File: src/rtl/noc_pkg.sv
// Shared NoC router definitions: flit type codes, output-port indices and the
// input-channel controller state encoding.
package noc_pkg;

    localparam int unsigned FLIT_TYPE_W = 2;

    localparam logic [FLIT_TYPE_W-1:0] FLIT_BODY   = 2'b00;
    localparam logic [FLIT_TYPE_W-1:0] FLIT_HEAD   = 2'b01;
    localparam logic [FLIT_TYPE_W-1:0] FLIT_TAIL   = 2'b10;
    localparam logic [FLIT_TYPE_W-1:0] FLIT_SINGLE = 2'b11;

    localparam int unsigned PORT_L    = 0;
    localparam int unsigned PORT_N    = 1;
    localparam int unsigned PORT_E    = 2;
    localparam int unsigned PORT_S    = 3;
    localparam int unsigned PORT_W    = 4;
    localparam int unsigned NUM_PORTS = 5;

    typedef enum logic [1:0] {
        ST_IDLE   = 2'd0,
        ST_REQ    = 2'd1,
        ST_ACTIVE = 2'd2
    } route_state_e;

    // Flit opens a packet (carries a destination)
    function automatic logic flit_is_head(input logic [FLIT_TYPE_W-1:0] t);
        return (t == FLIT_HEAD) || (t == FLIT_SINGLE);
    endfunction

    // Flit closes a packet
    function automatic logic flit_is_tail(input logic [FLIT_TYPE_W-1:0] t);
        return (t == FLIT_TAIL) || (t == FLIT_SINGLE);
    endfunction

endpackage

File: src/rtl/xy_route_calc.sv
// Dimension-ordered (X then Y) route computation; one-hot {W,S,E,N,L} result.
module xy_route_calc
    import noc_pkg::*;
#(
    parameter int unsigned COORD_W = 2
) (
    input  logic [COORD_W-1:0]   dst_x_i,
    input  logic [COORD_W-1:0]   dst_y_i,
    input  logic [COORD_W-1:0]   cur_x_i,
    input  logic [COORD_W-1:0]   cur_y_i,
    output logic [NUM_PORTS-1:0] route_o
);

    // Resolve X first, then Y, else deliver locally
    always_comb begin
        route_o = '0;
        if (dst_x_i > cur_x_i) begin
            route_o[PORT_E] = 1'b1;
        end else if (dst_x_i < cur_x_i) begin
            route_o[PORT_W] = 1'b1;
        end else if (dst_y_i > cur_y_i) begin
            route_o[PORT_N] = 1'b1;
        end else if (dst_y_i < cur_y_i) begin
            route_o[PORT_S] = 1'b1;
        end else begin
            route_o[PORT_L] = 1'b1;
        end
    end

endmodule

File: src/rtl/input_route_ctrl.sv
// Input-channel controller: routes head flits, requests the output port and
// streams the packet to the crossbar once granted.
// Optional feature macro: ROUTE_PKT_COUNT_EN (completed-packet counter).
module input_route_ctrl
    import noc_pkg::*;
#(
    parameter int unsigned DATA_WIDTH = 8,
    parameter int unsigned COORD_W    = 2,
    parameter int unsigned CUR_X      = 0,
    parameter int unsigned CUR_Y      = 0
) (
    input  logic                  clk,
    input  logic                  rst,
    input  logic [DATA_WIDTH-1:0] fifo_data,
    input  logic                  fifo_empty,
    output logic                  fifo_read,
    output logic [NUM_PORTS-1:0]  route_req,
    input  logic                  route_gnt,
    output logic [DATA_WIDTH-1:0] flit_out,
    output logic                  flit_valid,
    input  logic                  flit_ready,
    output logic                  drop_err,
    output logic [15:0]           pkt_count
);

    route_state_e          state_q, state_d;
    logic [NUM_PORTS-1:0]  route_req_q, route_req_d;
    logic                  drop_err_q, drop_err_d;
    logic [FLIT_TYPE_W-1:0] flit_type;
    logic [NUM_PORTS-1:0]  route_calc;
    logic                  pkt_done;

    assign flit_type = fifo_data[DATA_WIDTH-1 -: FLIT_TYPE_W];
    assign flit_out  = fifo_data;
    assign route_req = route_req_q;
    assign drop_err  = drop_err_q;

    xy_route_calc #(
        .COORD_W (COORD_W)
    ) u_xy_route_calc (
        .dst_x_i (fifo_data[2*COORD_W-1 -: COORD_W]),
        .dst_y_i (fifo_data[COORD_W-1:0]),
        .cur_x_i (COORD_W'(CUR_X)),
        .cur_y_i (COORD_W'(CUR_Y)),
        .route_o (route_calc)
    );

    // Next-state and handshake decode; nothing is popped while in reset
    always_comb begin
        state_d     = state_q;
        route_req_d = route_req_q;
        drop_err_d  = 1'b0;
        fifo_read   = 1'b0;
        flit_valid  = 1'b0;
        pkt_done    = 1'b0;
        if (!rst) begin
            case (state_q)
                ST_IDLE: begin
                    if (!fifo_empty) begin
                        if (flit_is_head(flit_type)) begin
                            route_req_d = route_calc;
                            state_d     = ST_REQ;
                        end else begin
                            // Orphan body/tail: discard and flag
                            fifo_read  = 1'b1;
                            drop_err_d = 1'b1;
                        end
                    end
                end
                ST_REQ: begin
                    if (route_gnt) begin
                        state_d = ST_ACTIVE;
                    end
                end
                ST_ACTIVE: begin
                    flit_valid = !fifo_empty;
                    fifo_read  = flit_valid & flit_ready;
                    if (fifo_read && flit_is_tail(flit_type)) begin
                        pkt_done    = 1'b1;
                        route_req_d = '0;
                        state_d     = ST_IDLE;
                    end
                end
                default: begin
                    route_req_d = '0;
                    state_d     = ST_IDLE;
                end
            endcase
        end
    end

    // State, request and error-pulse registers
    always_ff @(posedge clk) begin
        if (rst) begin
            state_q     <= ST_IDLE;
            route_req_q <= '0;
            drop_err_q  <= 1'b0;
        end else begin
            state_q     <= state_d;
            route_req_q <= route_req_d;
            drop_err_q  <= drop_err_d;
        end
    end

`ifdef ROUTE_PKT_COUNT_EN
    localparam int unsigned CNT_W = 16;
    logic [CNT_W-1:0] pkt_count_q;

    // Completed-packet counter, wraps naturally
    always_ff @(posedge clk) begin
        if (rst) begin
            pkt_count_q <= '0;
        end else if (pkt_done) begin
            pkt_count_q <= pkt_count_q + CNT_W'(1);
        end
    end

    assign pkt_count = pkt_count_q;
`else
    logic unused_pkt_done;
    assign unused_pkt_done = pkt_done;
    assign pkt_count       = 16'd0;
`endif

endmodule
File: config.mk
export PLATFORM = sky130hd
export DESIGN_NAME = input_route_ctrl
export DESIGN_NICKNAME = d
export VERILOG_FILES = /design/src/rtl/noc_pkg.sv /design/src/rtl/xy_route_calc.sv /design/src/rtl/input_route_ctrl.sv
export SDC_FILE = /design/constraint.sdc
export NUM_CORES = 1
export LEC_CHECK = 0
export ABC_AREA = 1
export BUFFER_PORTS_ARGS = -buffer_cell sky130_fd_sc_hd__buf_2
export CAP_MARGIN = 20
export CORE_UTILIZATION = 38
export CTS_CLUSTER_SIZE = 14
export DETAILED_ROUTE_END_ITERATION = 8
export HOLD_SLACK_MARGIN = 0.15
export PLACE_DENSITY = 0.83
export SYNTH_ARGS = -nofsm -noshare
export SYNTH_HDL_FRONTEND = slang
export SYNTH_SLANG_ARGS = --single-unit
File: constraint.sdc
create_clock -name clk -period 2.7 [get_ports clk]
set_clock_uncertainty 0.1 [all_clocks]
set_input_delay 0.135 -clock clk [delete_from_list [all_inputs] [get_ports clk]]
set_output_delay 0.135 -clock clk [all_outputs]
set_load 0.01 [all_outputs]
==> reports/summary.json, run 1 <==
{
  "gp_congestion": 0.779,
  "crit_path_max_fanout": 4,
  "area_growth_pct": 17.6,
  "start_util": 0.432,
  "most_common_cell_after_layout_fill_and_taps_aside": "buf_2",
  "grt_max_degree": 6,
  "clock_latency_ns": 0.25,
  "post_cts_resize_count": 0,
  "h_tree_levels": 1,
  "vdd.ir_drop.worst_v": 0.000162,
  "grtUsageTotal": 0.141,
  "boundaryPins": 45,
  "synthesis.yosys.warnings": 0,
  "fin_cells": 112,
  "core_area_um2": 1170,
  "globalRouteOverflowTotal": 0,
  "timing.fmax_mhz": 610,
  "power.combinational.fraction": 0.277,
  "cell_internal_pwr_mw": 0.174,
  "timing.critical_path.arrival_ns": 1.67,
  "largest_stage_delay_worst_path_ns": 0.56,
  "min_period_over_period": 0.607,
  "critical_path_class": "input port to register",
  "synth_cells": 75,
  "grt_setup_unrepaired": "no",
  "cpMaxStageDelayCell": "dlygate4sd3_1",
  "dieWidth_um": 38.5,
  "power_frac_clock": 0.338,
  "final_cell_mix": "buf_2 (22), conb_1 (18), nand2_1 (13)",
  "synth_cell_types": 16,
  "status": "complete, no violations",
  "clkSlewWorstSetupHoldPaths_ns": 0.05,
  "num_vias": 472,
  "critical-path-top-cell-by-count": "dlygate4sd3_1",
  "synth.avg_cell_area_um2": 6.74,
  "dp_hpwl_um": 689,
  "ctsRootBufferMaster": "clkbuf_4",
  "portBuffers": 22,
  "drtPass1Iterations": 4,
  "drt-vias-per-instance": 4.21,
  "post_route_cells_drive_above_1_share": 0.296,
  "cts.path.max_buffers": 2,
  "worstSetupStartpointType": "input port",
  "worst_setup_path_end_kind": "register",
  "max-cap-violations": 0,
  "number_of_nets_with_antenna_violations_after_routing": 0,
  "worstHoldPathType": "input port to output pin",
  "period_needed_ns": 1.64,
  "antenna_found_initial": 0,
  "route.detailed.wl_per_inst_um": 8.66,
  "p_seq_frac": 0.385,
  "postRouteWirelength_um": 970,
  "setup_total_negative_slack_ns": 0,
  "hold_viol_final": 0,
  "fp.dieArea_um2": 1480,
  "powerDensity_nw_per_um2": 432,
  "share_of_synthesized_area_occupied_by_flip_flops_and_latches": 0.238,
  "grt_first_pass_wirelength_um": 1340,
  "chip_height_um": 38.5,
  "final_nets": 113,
  "fin_max_slew_vios": 0,
  "tritoncts": "built",
  "first_iter_violations": 9,
  "power_switching_share": 0.323,
  "n_antenna_cell": 0,
  "ys_seq_elements": 6,
  "timing.critical_path.required_ns": 2.73,
  "std_cell_rows": 12,
  "total_leakage_power_nw": 0.356,
  "switchingPower_mw": 0.0830,
  "grt_pass1_vias": 375,
  "synth_cell_area_um2": 505,
  "timing.critical_path.cells": "dlygate4sd3_1, buf_2, inv_2, nand3_1, nand2_1, a21oi_1, dlygate4sd3_1",
  "cts_num_sinks": 6,
  "count_of_unresolved_drc_violations_after_routing": 0,
  "placedCellCount": 102,
  "cts_made_buffers": 3,
  "endpoints_failing_setup": 0
}
sequential cells by signal, indices dropped and copies added, names as in the netlist:
register and cells:
state_q 2, drop_err 1, route_req 3
synth_stat cells:
master | number | share of area
nand3_2 | 1 | 0.020
a21oi_2 | 1 | 0.017
conb_1 | 1 | 0.0074
a21oi_1 | 2 | 0.020
dfxtp_1 | 6 | 0.24
nand4_1 | 1 | 0.012
inv_2 | 1 | 0.0074
nand3_1 | 2 | 0.020
nor2_1 | 9 | 0.067
or2_1 | 2 | 0.025
nor2_2 | 1 | 0.012
o21ai_1 | 1 | 0.0099
inv_1 | 7 | 0.052
nor3_1 | 1 | 0.0099
buf_4 | 26 | 0.39
nand2_1 | 13 | 0.097
worst max-delay path, delay by kind of cell:
family                 cells  cell delay [ns]
buffers and inverters      4             1.31
and+or+nand+nor            2             0.16
AOI/OAI and AO/OA          1             0.07
power groups by stage:
stage | Clock, mW | Sequential (mW) | Combinational [mW]
after CTS | 0.0887 | 0.0987 | 0.0700
after global routing | 0.0954 | 0.0991 | 0.0804
after global placement | 0 | 0.100 | 0.0618
after detailed placement | 0 | 0.100 | 0.0631
after floorplan | 0 | 0.102 | 0.0663
final | 0.0868 | 0.0988 | 0.0712
per-layer routing:
layer,track usage,part of all wire,routed length (um)
met5,0,0,0
met3,0.0581,0.11,103
met4,0.112,0.039,38
met2,0.267,0.50,483
met1,0.108,0.36,345
cell type report:
class,instances,area [um^2]
fillers,119,577
multi-input cells,52,224
repair buffers,29,180
flip-flops and latches,6,120
inverters,8,30.0
clock buffers,3,22.5
well taps,14,17.5
cell families after synthesis:
| kind of cell | share of synthesized area |
|---|---|
| buffers and inverters | 0.446 |
| AO/OA/AOI/OAI | 0.0470 |
| other | 0.00742 |
| flip-flops | 0.238 |
| AND/OR/NAND/NOR | 0.262 |
final timing paths:
| kind | from | endpoint | slack, ns | cells past startpoint |
|---|---|---|---|---|
| setup / recovery | fifo_empty | state_q[1] | 1.06 | 7 |
| hold / removal | fifo_data[5] | flit_out[5] | 0.17 | 0 |
| setup reg to reg | state_q[0] | route_req[0] | 1.13 | 6 |
| hold reg to reg | route_req[2] | route_req[2] | 0.38 | 2 |
metrics by stage:
| step | util | hold WS (ns) | setup WS, ns | power, mW | instance area (um^2) |
|---|---|---|---|---|---|
| global placement | 0.428 | 0.170 | 1.60 | 0.162 | 502 |
| CTS | 0.507 | 0.170 | 1.11 | 0.257 | 594 |
| floorplan | - | 0.0974 | 1.67 | 0.169 | 569 |
| finish | 0.507 | 0.170 | 1.06 | 0.257 | 594 |
| global route | 0.507 | 0.170 | 1.02 | 0.275 | 594 |
| detailed placement | 0.428 | 0.170 | 1.61 | 0.163 | 502 |
what timing repair did:
action / CTS / global route
hold buffers: 7 / 0
hold endpoints to repair: 6 / 0
setup buffers: 0 / 0
Power figures use the tool's default switching activity.
==> inputs of run 2 (changes only) <==
Settings changed: CORE_UTILIZATION 38 to 32, PLACE_DENSITY 0.83 to 0.75.
Clock period 2.7 ns to 1.49 ns, I/O delays scaled along.
==> run 2 against run 1 <==
  * Die area rose by 18%
  * Wire length did not move
  * Sequential share of layout area fell by 1.0 points
  * Clock-buffer cell count did not move
  * Register-to-register slack got worse by 0.78 ns
==> reports/summary.json, run 2 (synthesis gave the netlist of run 1 again) <==
{
  "boundaryPins": {"value": 45, "change": "unchanged"},
  "dieWidth": {"value": 41.7, "unit": "um", "change": "was 38.5 um"},
  "largest_reg_flops": {"value": 3, "change": "unchanged"},
  "number_of_nets_with_antenna_violations_after_routing": {"value": 0, "change": "unchanged"},
  "crit_path_max_fanout": {"value": 4, "change": "unchanged"},
  "drtPass1Iterations": {"value": 2, "change": "was 4"},
  "drt-vias-per-instance": {"value": 4.08, "change": "was 4.21"},
  "min_period_over_period": 0.952,
  "clock_latency": {"value": 0.24, "unit": "ns", "change": "was 0.25 ns"},
  "hold_viol_final": {"value": 0, "change": "unchanged"},
  "portBuffers": {"value": 22, "change": "unchanged"},
  "grt_setup_unrepaired": {"value": "no", "change": "unchanged"},
  "timing.critical_path.cells": {"value": "dlygate4sd3_1, buf_2, inv_1, nand4_1, o21ai_1, buf_2", "change": "was dlygate4sd3_1, buf_2, inv_2, nand3_1, nand2_1, a21oi_1, dlygate4sd3_1"},
  "max-cap-violations": {"value": 0, "change": "unchanged"},
  "timing.fmax_mhz": 705,
  "timing.critical_path.required": {"value": 1.32, "unit": "ns", "change": "was 2.73 ns"},
  "most_common_cell_after_layout_fill_and_taps_aside": {"value": "buf_2", "change": "unchanged"},
  "cpMaxStageDelayCell": {"value": "dlygate4sd3_1", "change": "unchanged"},
  "route.detailed.wl_per_inst": {"value": 8.36, "unit": "um", "change": "was 8.66 um"},
  "clkSlewWorstSetupHoldPaths": {"value": 0.05, "unit": "ns", "change": "about the same"},
  "tritoncts": {"value": "built", "change": "unchanged"},
  "share_of_the_core_filled_with_cells": {"value": 0.452, "change": "was 0.507"},
  "timing.rr.end": {"value": "route_req[2]", "change": "was route_req[0]"},
  "powerDensity": {"value": 743, "unit": "nW/um^2", "change": "was 432 nW/um^2"},
  "globalRouteOverflowTotal": {"value": 0, "change": "unchanged"},
  "grtUsageTotal": {"value": 0.114, "change": "was 0.141"},
  "vdd.ir_drop.worst": {"value": 0.000465, "unit": "V", "change": "was 0.000162 V"},
  "area_growth": {"value": 23.8, "unit": "%", "change": "was 17.6%"},
  "postRouteWirelength": {"value": 970, "unit": "um", "change": "unchanged"},
  "setup_total_negative_slack": {"value": 0, "unit": "ns", "change": "unchanged"},
  "timing.critical_path.arrival": {"value": 1.24, "unit": "ns", "change": "was 1.67 ns"},
  "post_cts_resize_count": {"value": 0, "change": "unchanged"},
  "n_antenna_cell": {"value": 0, "change": "unchanged"},
  "crit_family": {"value": "buffers and inverters", "change": "unchanged"},
  "cts.path.max_buffers": {"value": 2, "change": "unchanged"},
  "cp_num_cells": {"value": 6, "change": "was 7"},
  "cts_made_buffers": {"value": 3, "change": "unchanged"},
  "r2r_cells": {"value": 4, "change": "was 6"},
  "worstHoldPathType": {"value": "input port to register", "change": "was input port to output pin"},
  "rrSetupSlack": {"value": 0.35, "unit": "ns", "change": "was 1.13 ns"},
  "endpoints_failing_setup": {"value": 0, "change": "unchanged"},
  "fin_cells": {"value": 116, "change": "was 112"},
  "antenna_found_initial": {"value": 0, "change": "unchanged"},
  "grt_max_degree": {"value": 6, "change": "unchanged"},
  "total_leakage_power": {"value": 0.364, "unit": "nW", "change": "was 0.356 nW"},
  "ctsRootBufferMaster": {"value": "clkbuf_4", "change": "unchanged"},
  "report.power.total": {"value": 0.465, "unit": "mW", "change": "was 0.257 mW"},
  "crit_path_end": {"value": "fifo_read", "change": "was state_q[1]"},
  "timing.critical_path.from": {"value": "rst", "change": "was fifo_empty"},
  "dp_hpwl": {"value": 737, "unit": "um", "change": "was 689 um"},
  "worstSetupStartpointType": {"value": "input port", "change": "unchanged"},
  "gp_congestion": {"value": 0.684, "change": "was 0.779"},
  "buf_inv_on_cp": {"value": 4, "change": "unchanged"},
  "post_route_cells_drive_above_1_share": {"value": 0.287, "change": "was 0.296"},
  "worst_setup_path_end_kind": {"value": "output pin", "change": "was register"},
  "critical_path_class": {"value": "input port to output pin", "change": "was input port to register"},
  "first_iter_violations": {"value": 3, "change": "was 9"},
  "count_of_unresolved_drc_violations_after_routing": {"value": 0, "change": "unchanged"},
  "num_vias": {"value": 473, "change": "was 472"},
  "final_cell_mix": {"value": "buf_2 (22), conb_1 (18), nand2_1 (13)", "change": "unchanged"},
  "h_tree_levels": {"value": 1, "change": "unchanged"},
  "start_util": {"value": 0.366, "change": "was 0.432"},
  "grt_first_pass_wirelength": {"value": 1480, "unit": "um", "change": "was 1340 um"},
  "largest_stage_delay_worst_path": {"value": 0.53, "unit": "ns", "change": "was 0.56 ns"},
  "chip_height": {"value": 41.7, "unit": "um", "change": "was 38.5 um"},
  "grt_pass1_vias": {"value": 382, "change": "was 375"},
  "period_needed_ns": 1.42,
  "std_cell_rows": {"value": 13, "change": "was 12"},
  "final_nets": {"value": 116, "change": "was 113"},
  "reg_to_reg_critical_path_startpoint": {"value": "state_q[0]", "change": "unchanged"},
  "critical-path-top-cell-by-count": {"value": "buf_2", "change": "was dlygate4sd3_1"},
  "status": {"value": "complete, no violations", "change": "unchanged"},
  "fin_max_slew_vios": {"value": 0, "change": "unchanged"},
  "placedCellCount": {"value": 103, "change": "was 102"},
  "cts_num_sinks": {"value": 6, "change": "unchanged"},
  "fp.dieArea": {"value": 1740, "unit": "um^2", "change": "was 1480 um^2"},
  "core_area": {"value": 1380, "unit": "um^2", "change": "was 1170 um^2"}
}
-- run 2: cell count changes in the layout (fill, tap and decap cells not counted), sizes merged --
cell         change
dlygate4sd3      +3
-- run 2: power breakdown --
part	switching [mW]	internal, mW
clock network	0.0554	0.0909
registers	0.00575	0.173
logic	0.0823	0.0576
-- run 2: worst min-delay path by stage --
stage	startpoint	to	slack (ns)	depth (start not counted)
3_3_place_gp	fifo_data[4]	flit_out[4]	0.05	0
2_1_floorplan	rst	route_req[2]	0.04	1
4_1_cts	fifo_data[2]	route_req[0]	0.17	6
6_report	fifo_data[2]	route_req[0]	0.16	6
5_1_grt	fifo_data[2]	route_req[1]	0.22	6
3_5_place_dp	fifo_data[4]	flit_out[4]	0.05	0
-- run 2: layer usage --
metal	vias to the layer above	share of wire	global-route usage	wire length [um]
li1	240	-	-	-
met1	205	0.38	0.125	366
met2	28	0.52	0.194	505
met3	0	0.10	0.0652	97
met4	0	0	0.0194	0
met5	-	0	0	0
-- run 2: metrics by stage --
step / worst slack (ns) / area [um^2] / hold WS [ns]
after floorplan: 0.462 / 569 / 0.0369
after global placement: 0.369 / 503 / 0.0491
after detailed placement: 0.376 / 503 / 0.0491
after CTS: 0.0774 / 626 / 0.171
after global routing: 0.0113 / 626 / 0.219
final: 0.0716 / 626 / 0.165
-- run 2: repair_timing --
action	4_1_cts	5_1_grt
setup buffers	0	0
hold buffers	10	0
endpoints found under the hold margin	8	0
-- run 2: layout make-up --
class / instances / area [um^2]
multi-input cells: 52 / 224
well taps: 15 / 18.8
repair buffers: 32 / 210
inverters: 8 / 30.0
fillers: 150 / 757
flip-flops and latches: 6 / 120
clock buffers: 3 / 22.5
-- run 2: worst min-delay path, cell delays in order --
cell and delay [ns]:
buf_2 0.08, nor2_1 0.04, nand2_1 0.08, nor3_1 0.05, nor2_1 0.09, nor2_1 0.05
==> inputs of run 3 (changes only) <==
Settings changed: CORE_UTILIZATION 32 to 38, PLACE_DENSITY 0.75 to 0.83.
Clock period 1.49 ns to 1.7 ns, I/O delays scaled along.
==> run 3 against run 2 <==
  * Critical path type is now register to register
  * Clock-buffer cell count is the same
  * Die area down 15%
  * Highest routed layer is now met4
  * Register-to-register slack got worse by 0.20 ns
  * Via count is 0.42% higher
  * Global-route usage is 4.2 points higher
==> reports/summary.json, run 3 (synthesis gave the netlist of run 1 again) <==
{
  "status": {"value": "complete, no violations", "change": "unchanged"},
  "num_vias": {"value": 475, "change": "was 473"},
  "total_leakage_power": {"value": 0.376, "unit": "nW", "change": "was 0.364 nW"},
  "stdcell_area": {"value": 644, "unit": "um^2", "change": "was 626 um^2"},
  "vdd.ir_drop.worst": {"value": 0.000343, "unit": "V", "change": "was 0.000465 V"},
  "crit_path_max_fanout": {"value": 4, "change": "unchanged"},
  "grt_max_degree": {"value": 6, "change": "unchanged"},
  "cts.path.max_buffers": {"value": 2, "change": "unchanged"},
  "drt-vias-per-instance": {"value": 4.13, "change": "was 4.08"},
  "n_antenna_cell": {"value": 0, "change": "unchanged"},
  "dieWidth": {"value": 38.5, "unit": "um", "change": "was 41.7 um"},
  "antenna_found_initial": {"value": 0, "change": "unchanged"},
  "timing.fmax_mhz": 643,
  "std_cell_rows": {"value": 12, "change": "was 13"},
  "most_common_cell_after_layout_fill_and_taps_aside": {"value": "buf_2", "change": "unchanged"},
  "hp-start": {"value": "fifo_data[1]", "change": "was fifo_data[2]"},
  "postCtsSetupRepairBufs": {"value": 0, "change": "unchanged"},
  "powerDensity": {"value": 652, "unit": "nW/um^2", "change": "was 743 nW/um^2"},
  "post_route_cells_drive_above_1_share": {"value": 0.297, "change": "was 0.287"},
  "min_period_over_period": 0.915,
  "clkSlewWorstSetupHoldPaths": {"value": 0.05, "unit": "ns", "change": "about the same"},
  "timing.critical_path.arrival": {"value": 1.65, "unit": "ns", "change": "was 1.24 ns"},
  "setup_total_negative_slack": {"value": 0, "unit": "ns", "change": "unchanged"},
  "worstSetupStartpointType": {"value": "register", "change": "was input port"},
  "drtPass1Iterations": {"value": 4, "change": "was 2"},
  "boundaryPins": {"value": 45, "change": "unchanged"},
  "route.detailed.wl_per_inst": {"value": 9.27, "unit": "um", "change": "was 8.36 um"},
  "first_iter_violations": {"value": 7, "change": "was 3"},
  "final_cell_mix": {"value": "buf_2 (21), conb_1 (18), nand2_1 (13)", "change": "was buf_2 (22), conb_1 (18), nand2_1 (13)"},
  "grt_setup_unrepaired": {"value": "no", "change": "unchanged"},
  "final_nets": {"value": 116, "change": "unchanged"},
  "gp_congestion": {"value": 0.846, "change": "was 0.684"},
  "core_area": {"value": 1170, "unit": "um^2", "change": "was 1380 um^2"},
  "cts_num_sinks": {"value": 6, "change": "unchanged"},
  "fin_max_slew_vios": {"value": 0, "change": "unchanged"},
  "endpoints_failing_setup": {"value": 0, "change": "unchanged"},
  "filler_cell_count": {"value": 119, "change": "was 150"},
  "tritoncts": {"value": "built", "change": "unchanged"},
  "share_of_the_core_filled_with_cells": {"value": 0.550, "change": "was 0.452"},
  "period_needed_ns": 1.55,
  "max-cap-violations": {"value": 0, "change": "unchanged"},
  "start_util": {"value": 0.432, "change": "was 0.366"},
  "dp_hpwl": {"value": 711, "unit": "um", "change": "was 737 um"},
  "largest_reg_flops": {"value": 3, "change": "unchanged"},
  "ctsRootBufferMaster": {"value": "clkbuf_4", "change": "unchanged"},
  "critical_path_class": {"value": "register to register", "change": "was input port to output pin"},
  "globalRouteOverflowTotal": {"value": 0, "change": "unchanged"},
  "cts_made_buffers": {"value": 3, "change": "unchanged"},
  "portBuffers": {"value": 22, "change": "unchanged"},
  "postPlaceCellArea": {"value": 502, "unit": "um^2", "change": "was 503 um^2"},
  "clock_latency": {"value": 0.25, "unit": "ns", "change": "was 0.24 ns"},
  "postRouteWirelength": {"value": 1070, "unit": "um", "change": "was 970 um"},
  "h_tree_levels": {"value": 1, "change": "unchanged"},
  "worstHoldPathType": {"value": "input port to register", "change": "unchanged"},
  "timing.critical_path.required": {"value": 1.79, "unit": "ns", "change": "was 1.32 ns"},
  "timing.critical_path.from": {"value": "state_q[0]", "change": "was rst"},
  "worst_setup_path_end_kind": {"value": "register", "change": "was output pin"},
  "number_of_nets_with_antenna_violations_after_routing": {"value": 0, "change": "unchanged"},
  "count_of_unresolved_drc_violations_after_routing": {"value": 0, "change": "unchanged"},
  "setup_ws": {"value": 0.145, "unit": "ns", "change": "was 0.0716 ns"},
  "grt_first_pass_wirelength": {"value": 1440, "unit": "um", "change": "was 1480 um"},
  "whs": {"value": 0.179, "unit": "ns", "change": "was 0.165 ns"},
  "hold_viol_final": {"value": 0, "change": "unchanged"},
  "chip_height": {"value": 38.5, "unit": "um", "change": "was 41.7 um"},
  "grtUsageTotal": {"value": 0.157, "change": "was 0.114"},
  "post-place-ws": {"value": 0.594, "unit": "ns", "change": "was 0.376 ns"},
  "grt_pass1_vias": {"value": 348, "change": "was 382"},
  "fp.dieArea": {"value": 1480, "unit": "um^2", "change": "was 1740 um^2"},
  "area_growth": {"value": 27.5, "unit": "%", "change": "was 23.8%"},
  "reg_to_reg_critical_path_startpoint": {"value": "state_q[0]", "change": "unchanged"}
}
[run 3: area by class of cell]
cell class	instances	area, um^2	area share
multi-input cells	52	236	0.367
repair buffers	32	218	0.338
flip-flops and latches	6	120	0.186
inverters	8	30.0	0.0466
clock buffers	3	22.5	0.0350
well taps	14	17.5	0.0272
[run 3: layer usage]
| metal | vias to the layer above | track usage | share of wire |
|---|---|---|---|
| met1 | 204 | 0.143 | 0.37 |
| met5 | - | 0 | 0 |
| met4 | 0 | 0.0776 | 0.012 |
| li1 | 238 | - | - |
| met2 | 31 | 0.301 | 0.54 |
| met3 | 2 | 0.0523 | 0.084 |
[run 3: worst paths after layout]
check | end | slack [ns] | cells past startpoint
hold / removal | route_req[1] | 0.18 | 5
hold reg to reg | route_req[2] | 0.39 | 2
setup / recovery | state_q[0] | 0.15 | 4
setup reg to reg | state_q[0] | 0.15 | 4
[run 3: through the flow]
step | cells | total power [mW]
after floorplan | 92 | 0.268
after global placement | 102 | 0.257
after detailed placement | 102 | 0.260
after CTS | 116 | 0.419
after global routing | 115 | 0.448
final | 115 | 0.420
[run 3: worst max-delay path, cell delays in order, from the launching register on]
cell and delay (ns):
dfxtp_1 0.40, nand2_1 0.11, or2_1 0.22, a21oi_1 0.11, dlygate4sd3_1 0.55
[run 3: repair_timing]
item,CTS,global route
hold buffers,11,0
endpoints found under the hold margin,8,0
setup endpoints to repair,0,3
gates resized for setup,0,4
[run 3: report_power, final]
group          total [mW]  internal [mW]  switching, mW
Sequential          0.157          0.151        0.00620
Clock               0.137         0.0802         0.0570
Combinational       0.126         0.0522         0.0734
Total               0.420          0.284          0.137
